<file path="config.mk">
export PLATFORM = sky130hd
export DESIGN_NAME = mux8_rr_arbiter
export DESIGN_NICKNAME = d
export VERILOG_FILES = /design/src/rtl/mux8_rr_arbiter_pkg.sv /design/src/rtl/mux8_rr_arbiter_rr_pick.sv /design/src/rtl/mux8_rr_arbiter.sv
export SDC_FILE = /design/constraint.sdc
export NUM_CORES = 1
export LEC_CHECK = 0
export CAP_MARGIN = 25
export CORE_UTILIZATION = 64
export CTS_CLUSTER_SIZE = 20
export DETAILED_ROUTE_END_ITERATION = 8
export DONT_BUFFER_PORTS = 1
export PLACE_DENSITY = 0.8
export SLEW_MARGIN = 20
export SYNTH_ARGS = -nofsm -noshare
export SYNTH_HDL_FRONTEND = slang
export SYNTH_SLANG_ARGS = --single-unit
</file>
<file path="constraint.sdc">
create_clock -name clk -period 4.4 [get_ports clk]
set_input_delay 0.44 -clock clk [delete_from_list [all_inputs] [get_ports clk]]
set_output_delay 0.44 -clock clk [all_outputs]
set_load 0.05 [all_outputs]
</file>
<file path="src/rtl/mux8_rr_arbiter_pkg.sv">
// Shared types and constants for the 8:1 mux round-robin arbiter.
// Holds the FSM state encoding, the mux geometry and the one-hot helper.
package mux_arb_pkg;

    localparam int N    = 8;
    localparam int SELW = 3;

    typedef enum logic {
        ST_IDLE  = 1'b0,
        ST_GRANT = 1'b1
    } state_t;

    function automatic logic [N-1:0] onehot(input logic [SELW-1:0] idx);
        logic [N-1:0] v;
        v      = '0;
        v[idx] = 1'b1;
        return v;
    endfunction

endpackage

</file>
<file path="src/rtl/mux8_rr_arbiter_rr_pick.sv">
// Combinational rotate-priority encoder: first unmasked request at or after ptr.
// Scanning wraps modulo N through natural SELW-bit overflow.
module rr_pick
    import mux_arb_pkg::*;
(
    input  logic [N-1:0]    req,
    input  logic [SELW-1:0] ptr,
    input  logic [N-1:0]    mask,
    output logic            found,
    output logic [SELW-1:0] idx
);

    logic [N-1:0] cand;

    assign cand = req & ~mask;

    always_comb begin
        found = 1'b0;
        idx   = '0;
        // Walk from farthest to nearest so the candidate closest to ptr wins.
        for (int i = N - 1; i >= 0; i--) begin
            if (cand[ptr + SELW'(i)]) begin
                found = 1'b1;
                idx   = ptr + SELW'(i);
            end
        end
    end

endmodule

</file>
<file path="src/rtl/mux8_rr_arbiter.sv">
// Round-robin arbiter driving the select of the 8:1 mux; one owner at a time,
// released on done, withdrawal, hold timeout or disable.
//
//   state    | meaning
//   ST_IDLE  | no owner, gnt=0, searching from ptr
//   ST_GRANT | requester sel owns the mux, cnt counts held cycles
module mux8_rr_arbiter
    import mux_arb_pkg::*;
#(
    parameter int HOLD_MAX = 15
) (
    input  logic            clk,
    input  logic            rst_n,
    input  logic            en,
    input  logic [N-1:0]    req,
    input  logic            done,
    output logic [SELW-1:0] sel,
    output logic [N-1:0]    gnt,
    output logic            valid
);

    localparam int              CNTW     = 8;
    localparam logic [CNTW-1:0] CNT_LAST = CNTW'(HOLD_MAX - 1);

    state_t          state, state_nx;
    logic [SELW-1:0] sel_nx;
    logic [N-1:0]    gnt_nx;
    logic [SELW-1:0] ptr, ptr_nx;
    logic [CNTW-1:0] cnt, cnt_nx;

    logic [SELW-1:0] pick_ptr;
    logic [N-1:0]    pick_mask;
    logic            found;
    logic [SELW-1:0] idx;
    logic            rel;

    // While granted, the search always prepares the hand-over: start after the
    // owner and exclude it, so a lone requester falls back through IDLE.
    assign pick_ptr  = (state == ST_GRANT) ? sel + SELW'(1) : ptr;
    assign pick_mask = (state == ST_GRANT) ? onehot(sel) : '0;

    rr_pick u_pick (
        .req   (req),
        .ptr   (pick_ptr),
        .mask  (pick_mask),
        .found (found),
        .idx   (idx)
    );

    assign rel   = done | ~req[sel] | (cnt == CNT_LAST) | ~en;
    assign valid = |gnt;

    always_comb begin
        state_nx = state;
        sel_nx   = sel;
        gnt_nx   = gnt;
        ptr_nx   = ptr;
        cnt_nx   = cnt;
        case (state)
            ST_IDLE: begin
                if (en && found) begin
                    state_nx = ST_GRANT;
                    sel_nx   = idx;
                    gnt_nx   = onehot(idx);
                    cnt_nx   = '0;
                end
            end
            ST_GRANT: begin
                if (rel) begin
                    ptr_nx = sel + SELW'(1);
                    cnt_nx = '0;
                    if (en && found) begin
                        sel_nx = idx;
                        gnt_nx = onehot(idx);
                    end else begin
                        state_nx = ST_IDLE;
                        gnt_nx   = '0;
                    end
                end else if (cnt != '1) begin
                    cnt_nx = cnt + CNTW'(1);
                end
            end
            default: begin
                state_nx = ST_IDLE;
                gnt_nx   = '0;
            end
        endcase
    end

    always_ff @(posedge clk or negedge rst_n) begin
        if (!rst_n) begin
            state <= ST_IDLE;
            sel   <= '0;
            gnt   <= '0;
            ptr   <= '0;
            cnt   <= '0;
        end else begin
            state <= state_nx;
            sel   <= sel_nx;
            gnt   <= gnt_nx;
            ptr   <= ptr_nx;
            cnt   <= cnt_nx;
        end
    end

endmodule

</file>
## Yosys cells after proc, flatten, opt, wreduce, memory -nomap -nowiden

Cells that the tools add are included.
W data, S select, Z words.

| word-level totals | value |
|---|---|
| register bits after elaboration | 23 |
| input bits | 12 |
| output and inout port bits | 12 |
| word-level logic and storage cells | 100 |

| operators by class | value |
|---|---|
| add/subtract/negate cells | 9 |
| order comparisons | 12 |
| equal/unequal tests | 5 |
| multiplexer cells | 54 |
| bitwise logic cells | 8 |
| reduce and logical (&&, ||, !) cells | 7 |

Operators by type and width:

| cell | count |
|---|---|
| $mux W8 | 7 |
| $lt A3 B4 Y1 const B | 10 |
| $mux W3 | 11 |
| $pmux W8 S2 | 2 |
| $bmux W1 S3 | 9 |
| $mux W1 | 21 |
| $add A3 B3 Y3 const B | 4 |
| $add A8 B1 Y8 const B | 1 |
| $and A8 B8 Y8 | 1 |
| $eq A8 B4 Y1 const B | 1 |
| $ne A8 B8 Y1 const B | 1 |
| $not A8 Y8 | 1 |
| $reduce_or A8 Y1 | 1 |
| $add A3 B1 Y3 const B | 2 |
| $add A3 B2 Y3 const B | 2 |
| $demux W1 S3 | 2 |
| $ge A3 B1 Y1 const B | 2 |
| $pmux W3 S2 | 1 |
| $reduce_and A2 Y1 | 3 |
| $logic_and A1 B1 Y1 | 3 |
| $ne A3 B1 Y1 const B | 1 |
| $not A1 Y1 | 3 |
| $or A1 B1 Y1 | 3 |
| $ne A2 B1 Y1 const B | 1 |
| other kinds (2) | 2 |

## Longest topological paths before layout

| logic depth | value |
|---|---|
| depth in word-level cells | 24 |
| depth in mapped cells | 16 |

## Hierarchy

Synthesis repeated with hierarchy kept, for this count alone.

| unflattened totals | value |
|---|---|
| cell total of the unflattened synthesis | 262 |
| area total of the unflattened synthesis | 2581.2 µm² |

Modules (own cells, without submodules):

| module | instances | cells each | area an instance (µm²) | sequential area each (µm²) |
|---|---|---|---|---|
| mux8_rr_arbiter | 1 | 143 | 1340.0 | 575.6 |
| rr_pick | 1 | 119 | 1241.2 | 0.0 |

## Least setup slack after synthesis

Ideal clock, no wire load.

| path | value |
|---|---|
| path type | reg-to-reg |
| start point | reg sel[0] |
| end point | reg cnt[0] |
| setup time | 0.125 ns |
| arrival time | 3.624 ns |
| required time | 4.275 ns |
| slack | 0.651 ns |
| stages on the path, launching flop included | 14 |
| period minus slack after synthesis | 3.749 ns |
| path through | dfrtp_1 > ha_1 > mux2_2 > buf_2 > ha_1 > inv_1 > mux4_2 > nand2b_1 > o21ai_1 > nor3_2 > a41oi_2 > nor2_1 > nor2_1 > mux2_2 |

| on the way | value |
|---|---|
| word-level cells in the longest chain between the ends | 20 |

Ends and longest elaborated chain:

| item | line | text |
|---|---|---|
| start: declaration | mux8_rr_arbiter.sv:17 | `output logic [SELW-1:0] sel,` |
| start signal: assignment | mux8_rr_arbiter.sv:99 | `sel <= sel_nx;` |
| $lt A3 B4 Y1 (implied by the code) / $ge A3 B1 Y1 (equally long branches) | mux8_rr_arbiter_pkg.sv:16 | `v[idx] = 1'b1;` |
| $logic_and A1 B1 Y1 (implied by the code) | mux8_rr_arbiter_pkg.sv:16 |  |
| $mux W1 (implied by the code) | mux8_rr_arbiter_pkg.sv:16 |  |
| $demux W1 S3 | mux8_rr_arbiter_pkg.sv:16 |  |
| $mux W8 | mux8_rr_arbiter.sv:40 | `assign pick_mask = (state == ST_GRANT) ? onehot(sel) : '0;` |
| $not A8 Y8 | mux8_rr_arbiter_rr_pick.sv:15 | `assign cand = req & ~mask;` |
| $and A8 B8 Y8 | mux8_rr_arbiter_rr_pick.sv:15 |  |
| $bmux W1 S3 | mux8_rr_arbiter_rr_pick.sv:22 | `if (cand[ptr + SELW'(i)]) begin` |
| $mux W1 (implied by the code) | mux8_rr_arbiter_rr_pick.sv:22 |  |
| $mux W1 (8 in series) | mux8_rr_arbiter_rr_pick.sv:22 |  |
| $logic_and A1 B1 Y1 | mux8_rr_arbiter.sv:61 | `if (en && found) begin` |
| $ne A2 B2 Y1 (no line) | n/a |  |
| $reduce_and A2 Y1 (no line) | n/a |  |
| end signal: assignment | mux8_rr_arbiter.sv:102 | `cnt <= cnt_nx;` |
| end: declaration | mux8_rr_arbiter.sv:29 | `logic [CNTW-1:0] cnt, cnt_nx;` |

Several ways; a longest one is shown, not always the timed one. The select of a mux whose other input is x is not followed.
A chain may end at the register's enable or synchronous reset.

## Worst setup path in the final report

| path | value |
|---|---|
| start point | reg state |
| end point | reg gnt[2] |

| on the way | value |
|---|---|
| word-level cells in the longest chain between the ends | 20 |

Ends and longest elaborated chain:

| item | line | text |
|---|---|---|
| start: declaration | mux8_rr_arbiter.sv:25 | `state_t state, state_nx;` |
| start signal: assignment | mux8_rr_arbiter.sv:98 | `state <= state_nx;` |
| branches (longest 20 deep; another with $add A3 B3 Y3) | n/a |  |
| end signal: assignment | mux8_rr_arbiter.sv:100 | `gnt <= gnt_nx;` |
| end: declaration | mux8_rr_arbiter.sv:18 | `output logic [N-1:0] gnt,` |

Parallel ways; which one is timed is not known. The select of a mux whose other input is x is not followed.

==> results.yml <==
critical_path:
  startpoint_type: "register"
  crit_chain: "mux2_2 -> ha_1 -> inv_1 -> mux4_2 -> nand2b_1 -> o21ai_1 -> nor3_2 -> a41oi_2 -> and2_1 -> nor2b_4 -> a32o_1"
  worstSetupEndpointType: "register"
  rr_startpoint: "state$_DFF_PN0_"
  cpPeakStageDelay_ps: 730
  r2r_end: "gnt[2]$_DFFE_PN0P_"
  critical-path-top-delay-family: "multiplexers"
  crit_path_max_fanout: 17
  crit_slowest_cell: "dfrtp_1"
  arrival_ps: 4170
  cp.required_ps: 4640
  path_class: "register to register"
  reg2reg_depth: 11
  cp.buffers_inverters: 1
  rrSetupSlack_ps: 470
synth:
  syn-cell-area_mm2: 0.00226
  ys_seq_elements: 23
  yosysWarnings: 0
  synthFlopType: "dfrtp_1"
  synth.yosys.seq_area_share_pct: 25.5
  async_flop_share_pct: 100
  yosysUniqueCellTypes: 52
  syn_area_per_cell_um2: 8.71
  synthCells: 259
  synth_top_area_share_pct: 25.5
  syn_nets: 276
  synth_top_area_cell: "dfrtp_1"
  synth_edf_count: 0
  synthTopCellsByArea: "dfrtp_1 (26%), mux4_2 (9.0%), mux2_2 (5.0%)"
sta:
  hold_viol: 0
  post-route-period-util_pct: 89.3
  worst_pin_slew_ps: 805
  min_period_ps: 3930
  slew_headroom_pct: 46.3
  worst_hold_slack_ps: 83.7
  slew_viol_final: 0
  skew_ps: 6.66
  fmax_ghz: 0.255
  rsz0062_at_grt: "no"
  setup-violations-final: 0
  setup_tns_ps: 0
outcome:
  outcome: "finished, final reports clean"
die:
  initial_core_util_pct: 67.1
  die_width_um: 61.4
  row_count: 21
  fp.coreArea_mm2: 0.00336
  io_pins: 24
  dieArea_mm2: 0.00377
  die_h_um: 61.4
clocking:
  post_cts_resized: 0
  numCtsBuffers: 3
  clock_path_buffers: 2
  cts_sinks: 23
  root_buffer: "clkbuf_4"
  cts_tree: "done"
  htree_levels: 1
  clkTransAtPathRegs_ps: 110
  worstSkewPairLatency_ps: 300
  postCtsSetupBuffers: 0
run:
  drv_cap: 0
place:
  io_buffers: 0
  dp_hpwl_mm: 4.20
  place_inst: 296
  gp_routability_congestion: 1.02
global_route:
  antenna_found_initial: 0
  grt.overflow.total: 0
  grt_pass1_vias: 1837
  grtUsageTotal_pct: 31.1
  grt_pass1_wl_mm: 8.55
  grt_max_degree: 24
routing:
  routed_wl_mm: 5.58
  vias: 2091
  viasPerCell: 6.95
  drtIter0Drc: 308
  ant_nets: 0
  wl_per_cell_um: 18.5
  dr.pass1.iters: 7
  drcViolationCount: 0
cells_and_area:
  antenna_cells: 0
  final_cells: 301
  area_growth_syn_to_layout_pct: 1.83
  fin_nets: 273
  drive_above_1_share_pct: 13.3
min_path:
  hp-class: "input pin to async pin"
synthesized netlist by cell type, types with 3 or more instances:
| cell | number |
|---|---|
| xor2_1 | 6 |
| buf_2 | 5 |
| clkbuf_1 | 4 |
| ha_1 | 5 |
| a32o_1 | 8 |
| nor2_1 | 27 |
| mux4_2 | 9 |
| nand2_1 | 21 |
| a21oi_1 | 14 |
| o211ai_1 | 3 |
| a31oi_1 | 3 |
| nor4_1 | 5 |
| mux2_2 | 10 |
| xnor2_1 | 3 |
| inv_1 | 11 |
| dfrtp_1 | 23 |
| nor3_1 | 5 |
| o21a_1 | 6 |
| nand3_1 | 11 |
| nand4_1 | 3 |
| nand2b_1 | 6 |
| and2_1 | 3 |
| mux2i_1 | 8 |
| o21ai_0 | 19 |
| a221oi_1 | 3 |
cells in the final DEF, fill, tap and decap left out, drive strengths merged, types with 2 or more instances in the layout:
cell type	n
dfrtp	23
o21ai	21
nor3	6
o21a	6
mux4	9
and3	2
a21boi	2
nand2	21
ha	5
mux2	10
xor2	6
o211ai	3
nor2b	4
inv	11
nand3	11
xnor2	3
o31ai	2
nand2b	6
a31oi	3
nand4	3
nor4	5
o211a	2
nor2	28
buf	4
mux2i	8
o221ai	2
clkbuf	4
o31a	2
o22ai	2
a41oi	2
a21oi	14
a221oi	3
a32o	8
and2	4
registers in the layout, indices dropped and copies added (netlist names):
name	flops
cnt	8
gnt	8
ptr	3
sel	3
state	1
worst max path at each step:
stage / startpoint / endpoint / slack (ps) / cells past startpoint
2_1_floorplan: sel[0]$_DFFE_PN0P_ / cnt[0]$_DFFE_PN0P_ / 650 / 13
3_3_place_gp: state$_DFF_PN0_ / gnt[6]$_DFFE_PN0P_ / 610 / 11
3_5_place_dp: state$_DFF_PN0_ / gnt[7]$_DFFE_PN0P_ / 570 / 11
4_1_cts: state$_DFF_PN0_ / gnt[7]$_DFFE_PN0P_ / 540 / 11
5_1_grt: state$_DFF_PN0_ / gnt[6]$_DFFE_PN0P_ / 170 / 13
6_report: state$_DFF_PN0_ / gnt[2]$_DFFE_PN0P_ / 470 / 11
through the flow:
stage / util (%) / setup WS, ps / cell area [um^2]
floorplan: - / 651 / 2260
global placement: 67.4 / 613 / 2270
detailed placement: 67.4 / 566 / 2270
CTS: 68.5 / 535 / 2300
global route: 68.3 / 174 / 2300
finish: 68.3 / 471 / 2300
cells by family (layout without fill, tap and decap cells):
family	Yosys count	in the layout	synth area share [%]
AOI/OAI and AO/OA	78	78	24.1
muxes	27	27	17.5
buffers and inverters	23	19	4.94
xor gates and xnor gates	9	9	3.49
DFF	23	23	25.5
adders and majority gates	5	5	2.77
and+or+nand+nor	94	94	21.7
layer usage:
metal	global-route usage (%)	up-vias	routed length (um)
li1	-	971	-
met1	42.3	989	2350
met2	50.6	114	2630
met3	3.15	17	429
met4	14.6	0	175
met5	0	-	0
area by class of cell:
cell class / instances / area, um^2
Multi-Input combinational cell: 213 / 1570
Tap cell: 46 / 57.6
Clock buffer: 4 / 26.3
Inverter: 11 / 41.3
Timing Repair Buffer: 4 / 27.5
Sequential cell: 23 / 576
Fill cell: 285 / 1070
worst register-to-register path: cells and delay by family (launching register included):
kind                     cells  cell delay [ps]
flip-flops                   1              730
AO/OA/AOI/OAI                3              810
buffers and inverters        1              150
adder cells (fa/ha/maj)      1              430
multiplexers                 2              920
AND/OR/NAND/NOR              4              830
timing repair:
item,CTS,global route
endpoints found under the setup margin,0,0
hold endpoints to repair,23,0
hold buffers,1,0
Power is not shown: default switching activity piles up to over one toggle a cycle in this logic, so the estimate is an artifact.
